File: src/rtl/axi4_lite_slave_regs.sv
// ---------------------------------------------------------------------------
// axi4_lite_slave_regs
//   AXI4-Lite responder that holds NUM_REGS 32-bit read/write registers and
//   exports them as a flat bus to local logic. The write and read channels
//   are independent two-state FSMs, so neither channel can stall the other.
//
// Ports
//   clk, rst            : clock, synchronous active-high reset
//   S_AXI_AW*           : write address channel (AWADDR, AWVALID, AWREADY)
//   S_AXI_W*            : write data channel (WDATA, WSTRB, WVALID, WREADY)
//   S_AXI_B*            : write response channel (BRESP, BVALID, BREADY)
//   S_AXI_AR*           : read address channel (ARADDR, ARVALID, ARREADY)
//   S_AXI_R*            : read data channel (RDATA, RRESP, RVALID, RREADY)
//   reg_out             : register bank, reg i at bits [32i+31:32i]
// ---------------------------------------------------------------------------

// One 32-bit register with byte-lane write enables.
module axi4_lite_slave_reg_word (
    input  logic        clk,
    input  logic        rst,
    input  logic        we,
    input  logic [3:0]  strb,
    input  logic [31:0] wdata,
    output logic [31:0] q
);
    always_ff @(posedge clk) begin
        if (rst) begin
            q <= '0;
        end else if (we) begin
            for (int b = 0; b < 4; b++) begin
                if (strb[b]) q[8*b +: 8] <= wdata[8*b +: 8];
            end
        end
    end
endmodule

module axi4_lite_slave_regs #(
    parameter int NUM_REGS   = 8,
    parameter int ADDR_WIDTH = 32
) (
    input  logic                    clk,
    input  logic                    rst,
    input  logic [ADDR_WIDTH-1:0]   S_AXI_AWADDR,
    input  logic                    S_AXI_AWVALID,
    output logic                    S_AXI_AWREADY,
    input  logic [31:0]             S_AXI_WDATA,
    input  logic [3:0]              S_AXI_WSTRB,
    input  logic                    S_AXI_WVALID,
    output logic                    S_AXI_WREADY,
    output logic [1:0]              S_AXI_BRESP,
    output logic                    S_AXI_BVALID,
    input  logic                    S_AXI_BREADY,
    input  logic [ADDR_WIDTH-1:0]   S_AXI_ARADDR,
    input  logic                    S_AXI_ARVALID,
    output logic                    S_AXI_ARREADY,
    output logic [31:0]             S_AXI_RDATA,
    output logic [1:0]              S_AXI_RRESP,
    output logic                    S_AXI_RVALID,
    input  logic                    S_AXI_RREADY,
    output logic [NUM_REGS*32-1:0]  reg_out
);
    localparam int IDX_W = $clog2(NUM_REGS);
    // Byte address one past the last register.
    localparam logic [ADDR_WIDTH-1:0] ADDR_LIMIT = ADDR_WIDTH'(NUM_REGS * 4);
    localparam logic [1:0] RESP_OKAY   = 2'b00;
    localparam logic [1:0] RESP_SLVERR = 2'b10;

    typedef enum logic {WR_IDLE, WR_RESP} wr_state_t;
    typedef enum logic {RD_IDLE, RD_DATA} rd_state_t;

    logic [NUM_REGS-1:0][31:0] regs;
    assign reg_out = regs;

    // ------------------------------------------------------------------
    // Write channel
    // ------------------------------------------------------------------
    wr_state_t              wr_state, wr_state_nxt;
    logic                   aw_held, w_held;
    logic [ADDR_WIDTH-1:0]  aw_addr_q;
    logic [31:0]            w_data_q;
    logic [3:0]             w_strb_q;
    logic                   aw_rdy, w_rdy, commit;
    logic                   aw_hs, w_hs;
    logic [ADDR_WIDTH-1:0]  wr_addr;
    logic [31:0]            wr_data;
    logic [3:0]             wr_strb;
    logic                   wr_in_range, wr_en;
    logic [IDX_W-1:0]       wr_idx;
    logic                   bvalid_q;
    logic [1:0]             bresp_q;

    // A half not yet held is accepted this edge when its VALID is up, because
    // READY for that half is unconditionally high in WR_IDLE.
    always_comb begin
        wr_state_nxt = wr_state;
        aw_rdy       = 1'b0;
        w_rdy        = 1'b0;
        commit       = 1'b0;
        case (wr_state)
            WR_IDLE: begin
                aw_rdy = !aw_held;
                w_rdy  = !w_held;
                if ((aw_held || S_AXI_AWVALID) && (w_held || S_AXI_WVALID)) begin
                    commit       = 1'b1;
                    wr_state_nxt = WR_RESP;
                end
            end
            WR_RESP: begin
                if (S_AXI_BREADY) wr_state_nxt = WR_IDLE;
            end
            default: wr_state_nxt = WR_IDLE;
        endcase
        if (rst) begin
            aw_rdy = 1'b0;
            w_rdy  = 1'b0;
            commit = 1'b0;
        end
    end

    assign aw_hs = S_AXI_AWVALID && aw_rdy;
    assign w_hs  = S_AXI_WVALID  && w_rdy;

    // Held values win; otherwise the handshaking bus value is used directly.
    assign wr_addr     = aw_held ? aw_addr_q : S_AXI_AWADDR;
    assign wr_data     = w_held  ? w_data_q  : S_AXI_WDATA;
    assign wr_strb     = w_held  ? w_strb_q  : S_AXI_WSTRB;
    assign wr_in_range = wr_addr < ADDR_LIMIT;
    assign wr_idx      = wr_addr[2 +: IDX_W];
    assign wr_en       = commit && wr_in_range;

    always_ff @(posedge clk) begin
        if (rst) wr_state <= WR_IDLE;
        else     wr_state <= wr_state_nxt;
    end

    always_ff @(posedge clk) begin
        if (rst) begin
            aw_held   <= 1'b0;
            w_held    <= 1'b0;
            aw_addr_q <= '0;
            w_data_q  <= '0;
            w_strb_q  <= '0;
        end else if (commit) begin
            aw_held <= 1'b0;
            w_held  <= 1'b0;
        end else begin
            if (aw_hs) begin
                aw_held   <= 1'b1;
                aw_addr_q <= S_AXI_AWADDR;
            end
            if (w_hs) begin
                w_held   <= 1'b1;
                w_data_q <= S_AXI_WDATA;
                w_strb_q <= S_AXI_WSTRB;
            end
        end
    end

    always_ff @(posedge clk) begin
        if (rst) begin
            bvalid_q <= 1'b0;
            bresp_q  <= RESP_OKAY;
        end else if (commit) begin
            bvalid_q <= 1'b1;
            bresp_q  <= wr_in_range ? RESP_OKAY : RESP_SLVERR;
        end else if (bvalid_q && S_AXI_BREADY) begin
            bvalid_q <= 1'b0;
        end
    end

    for (genvar i = 0; i < NUM_REGS; i++) begin : g_reg
        axi4_lite_slave_reg_word u_word (
            .clk   (clk),
            .rst   (rst),
            .we    (wr_en && (wr_idx == IDX_W'(i))),
            .strb  (wr_strb),
            .wdata (wr_data),
            .q     (regs[i])
        );
    end

    assign S_AXI_AWREADY = aw_rdy;
    assign S_AXI_WREADY  = w_rdy;
    assign S_AXI_BVALID  = bvalid_q;
    assign S_AXI_BRESP   = bresp_q;

    // ------------------------------------------------------------------
    // Read channel
    // ------------------------------------------------------------------
    rd_state_t         rd_state, rd_state_nxt;
    logic              ar_rdy, ar_hs;
    logic              rd_in_range;
    logic [IDX_W-1:0]  rd_idx;
    logic              rvalid_q;
    logic [1:0]        rresp_q;
    logic [31:0]       rdata_q;

    always_comb begin
        rd_state_nxt = rd_state;
        ar_rdy       = 1'b0;
        case (rd_state)
            RD_IDLE: begin
                ar_rdy = 1'b1;
                if (S_AXI_ARVALID) rd_state_nxt = RD_DATA;
            end
            RD_DATA: begin
                if (S_AXI_RREADY) rd_state_nxt = RD_IDLE;
            end
            default: rd_state_nxt = RD_IDLE;
        endcase
        if (rst) ar_rdy = 1'b0;
    end

    assign ar_hs       = S_AXI_ARVALID && ar_rdy;
    assign rd_in_range = S_AXI_ARADDR < ADDR_LIMIT;
    assign rd_idx      = S_AXI_ARADDR[2 +: IDX_W];

    always_ff @(posedge clk) begin
        if (rst) rd_state <= RD_IDLE;
        else     rd_state <= rd_state_nxt;
    end

    // regs is sampled before any same-edge write lands, so a colliding read
    // returns the pre-write value.
    always_ff @(posedge clk) begin
        if (rst) begin
            rvalid_q <= 1'b0;
            rresp_q  <= RESP_OKAY;
            rdata_q  <= '0;
        end else if (ar_hs) begin
            rvalid_q <= 1'b1;
            rresp_q  <= rd_in_range ? RESP_OKAY : RESP_SLVERR;
            rdata_q  <= rd_in_range ? regs[rd_idx] : 32'h0;
        end else if (rvalid_q && S_AXI_RREADY) begin
            rvalid_q <= 1'b0;
        end
    end

    assign S_AXI_ARREADY = ar_rdy;
    assign S_AXI_RVALID  = rvalid_q;
    assign S_AXI_RRESP   = rresp_q;
    assign S_AXI_RDATA   = rdata_q;
endmodule

File: config.mk
export PLATFORM = sky130hd
export DESIGN_NAME = axi4_lite_slave_regs
export DESIGN_NICKNAME = d
export VERILOG_FILES = /design/src/rtl/axi4_lite_slave_regs.sv
export SDC_FILE = /design/constraint.sdc
export NUM_CORES = 1
export LEC_CHECK = 0
export CAP_MARGIN = 20
export CORE_AREA = 4 4 188 190
export DETAILED_ROUTE_END_ITERATION = 6
export DIE_AREA = 0 0 192 194
export GPL_TIMING_DRIVEN = 0
export PLACE_DENSITY_LB_ADDON = 0.1
export SLEW_MARGIN = 25
export SYNTH_ARGS = -nofsm -noshare
export SYNTH_HDL_FRONTEND = slang
export SYNTH_SLANG_ARGS = --single-unit
File: constraint.sdc
create_clock -name clk -period 4.7 [get_ports clk]
set_input_delay 0.94 -clock clk [delete_from_list [all_inputs] [get_ports clk]]
set_output_delay 0.94 -clock clk [all_outputs]
set_load 0.01 [all_outputs]
==> results.md, run 1 <==
* Total power at 6.79 mW
* Die height at 194 um
* Post-CTS resize count at 0
* Critical path peak fanout at 10
* Setup Skew at 18.7 ps
* Syn. warnings at 0
* Hold Path End: S_AXI_RVALID
* Reg2reg start: aw_held
* N_diodes at 0
* Max_cap viols at 0
* Hold path start: S_AXI_RVALID
* Max Fclk at 276 MHz
* First-pass GRT wire length at 92.5 mm
* Final instance area at 22400 um^2
* Clock sinks at 362
* CORE AREA at 33400 um^2
* GRT overflow at 0
* Routed vias at 15400
* Area share of the leading cell type in the synthesized netlist at 43.6%
* RSZ-0062 raised after global routing: no
* Setup slack, reg-to-reg at 1470 ps
* Setup WS pre-CTS at 577 ps
* Run status: complete, no violations
* Worst setup margin at 1070 ps
* CP Capture Type: flop
* Largest area contributor in the netlist: dfxtp_1
* DIE AREA at 37200 um^2
* Critical R2R Capture: g_reg[7].u_word.q[16]
* Gpl congestion at 0.942
* Seq/Total Area, Yosys at 43.6%
* Area contributors post-synth: dfxtp_1, mux2i_1, mux4_2, o21ai_0, nor2b_1
* Hold slack at 447 ps
* Cts bufs inserted at 40
* Hold depth at 2
* Period utilization at 77.2%
* Number of routed nets with antenna violations at 0
* Vias in the first global route at 15000
* Number of DRC markers in iteration 0 at 1416
* Post-DR wirelength/cell at 23.6 um
* Post-place instance area at 21100 um^2
* Leak at 8.31 nW
* I/O pin total at 404
* Hold Vio Cnt, Final at 0
* CP Class: in2reg
* CTS Buffer Depth at 3
* Metal2 WL at 28.8 mm
* Post-Synthesis Cells at 1747
* Largest net degree at the start of global routing at 14
* TritonCTS clock tree: built
* Setup TNS at 0 ps
* Fraction of final layout cells sized beyond drive strength 1 at 9.46%
* Met3 WL at 6.28 mm
* Port Buf Inserts at 393
* Starting Density at 49.7%
* Initial antenna violation count at 1
* Setup Buffers After CTS at 0
* Synthesized area at 16600 um^2
* Synth Register Bits at 362
* Std cell rows at 67
* Peak supply drop at 0.222 mV
* Die W at 192 um
* Post-DP HPWL at 47.4 mm
* # setup viols final at 0
* Layout Nets at 2290
* Reg2reg path depth at 8
* Core Util, Final at 67.0%
* Drt pass-1 iters at 5
* Startpoint Class: input port
* Remaining DRCs at 0
* H-tree depth at 2
* Vias/cell at 5.81
* Relative slew slack at 29.3%
* Hold Crit Class: reg2reg
* Hold-fix buffers, CTS at 0
* Highest Signal Layer: met5
* Final cell count without fillers at 2658
* Synth cell types at 47
* Commonest non-fill, non-tap cells in the layout: clkdlybuf4s50_1, dfxtp_1, o21ai_0, mux2i_1, clkbuf_1
* Worst-Margin Slew at 1060 ps
* Wirelength, routed at 62.8 mm
* Cell total after placement at 2589
* CP Data Required Time at 5100 ps
* Commonest non-fill, non-tap cell in the layout: clkdlybuf4s50_1
* M1 WL at 25.1 mm
* Clock-pin slew on the worst setup and hold paths at 60 ps
* Post-Syn Area per Cell at 9.51 um^2
* Syn-to-layout area delta at 34.9%
* PwrDens at 303 nW/um^2
* Clock Latency Late Sink at 540 ps
* Max-slew violation count at 0
* Fillers at 2724
* CP Data Arrival Time at 4030 ps
* Clock Tree Root: clkbuf_16
* Total GRT Usage at 32.4%
* Clock period minus worst slack at 3630 ps
[worst max path at each step]
stage | slack, ps | depth (start not counted) | endpoint | startpoint
final | 1070 | 7 | S_AXI_RDATA[19] | S_AXI_ARADDR[2]
after global routing | 930 | 7 | S_AXI_RDATA[19] | S_AXI_ARADDR[2]
after CTS | 1130 | 7 | S_AXI_RDATA[19] | S_AXI_ARADDR[2]
after detailed placement | 580 | 7 | S_AXI_RDATA[19] | S_AXI_ARADDR[2]
after global placement | 620 | 7 | S_AXI_RDATA[19] | S_AXI_ARADDR[2]
after floorplan | 1650 | 7 | g_reg[0].u_word.q[7] | S_AXI_AWADDR[29]
[per-layer routing]
layer | vias up | global-route usage [%]
li1 | 6949 | -
met1 | 7514 | 43.1
met2 | 813 | 51.3
met3 | 167 | 7.11
met4 | 2 | 13.0
met5 | - | 0
[worst max-delay path, cell delays in order]
cell and delay [ps]:
clkbuf_1 610, clkbuf_1 660, clkbuf_1 820, mux4_2 470
mux2i_1 250, a2bb2oi_1 200, nor2_1 50
[Yosys cell counts (all sizes together)]
| cell type | n |
|---|---|
| a211oi | 1 |
| a21boi | 1 |
| a21oi | 67 |
| a221o | 1 |
| a22o | 1 |
| a22oi | 1 |
| a2bb2oi | 33 |
| a32o | 1 |
| a32oi | 1 |
| and2 | 1 |
| and3 | 2 |
| and3b | 1 |
| buf | 31 |
| clkbuf | 145 |
| conb | 1 |
| dfxtp | 362 |
| inv | 1 |
| mux2 | 4 |
| mux2i | 194 |
| mux4 | 64 |
| nand2 | 143 |
| nand2b | 131 |
| nand3 | 11 |
| nand4 | 12 |
| nor2 | 46 |
| nor2b | 134 |
| nor3 | 9 |
| nor3b | 1 |
| nor4 | 13 |
| nor4b | 2 |
| o211a | 1 |
| o211ai | 1 |
| o21ai | 256 |
| o22a | 2 |
| o22ai | 2 |
| o32a | 1 |
| o32ai | 1 |
| or2 | 48 |
| or3 | 1 |
| or4 | 15 |
| or4b | 4 |
[cell families after synthesis]
| logic type | Yosys count | synth area share [%] |
|---|---|---|
| simple gates | 574 | 19.1 |
| buf+inv | 177 | 4.44 |
| compound gates | 371 | 12.2 |
| other cells | 1 | 0.0226 |
| mux | 262 | 20.6 |
| flops | 362 | 43.6 |
[power by group]
part           internal (mW)  switching, mW
logic                  0.214          0.325
registers               3.09         0.0154
clock network           1.86           1.28
[sequential cells by signal, indices dropped and copies added, names as in the netlist]
name / flops
S_AXI_BVALID: 1
w_data_q: 32
w_strb_q: 4
S_AXI_RDATA: 32
wr_state: 1
S_AXI_BRESP: 1
g.u_word.q: 256
S_AXI_RRESP: 1
aw_addr_q: 30
rd_state: 1
S_AXI_RVALID: 1
w_held: 1
aw_held: 1
[final cells by class]
| class | instances | area, um^2 | share of cell area, % |
|---|---|---|---|
| buffer | 176 | 739 | 3.30 |
| tap | 448 | 561 | 2.50 |
| timing repair buffer | 393 | 3930 | 17.5 |
| clock inverter | 11 | 109 | 0.486 |
| clock buffer | 58 | 1190 | 5.31 |
| inverter | 1 | 3.75 | 0.0167 |
| multi-input combinational | 1209 | 8640 | 38.5 |
| sequential | 362 | 7250 | 32.3 |
Note: power is estimated with default switching activity, not from simulation.
==> run 2, diff against run 1 <==
Clock period 4.7 ns to 3.73 ns, I/O delays scaled along.
==> results of run 2 <==
Same layout as run 1 (identical final DEF). Status: complete, no violations.
Main changes from that run: setup slack after placement 577 ps -> -199 ps; setup slack after layout 1070 ps -> 295 ps; register-to-register setup slack 1470 ps -> 500 ps; total power 6.79 mW -> 8.56 mW; worst IR drop on VDD 0.222 mV -> 0.280 mV
==> run 3, diff against run 2 <==
Clock period 3.73 ns to 4 ns, I/O delays scaled along.
==> results of run 3 <==
Same layout as run 1 (identical final DEF). Status: complete, no violations.
Main changes from that run: setup slack after placement 577 ps -> 16.8 ps; setup slack after layout 1070 ps -> 511 ps; register-to-register setup slack 1470 ps -> 770 ps; total power 6.79 mW -> 7.98 mW; worst IR drop on VDD 0.222 mV -> 0.261 mV
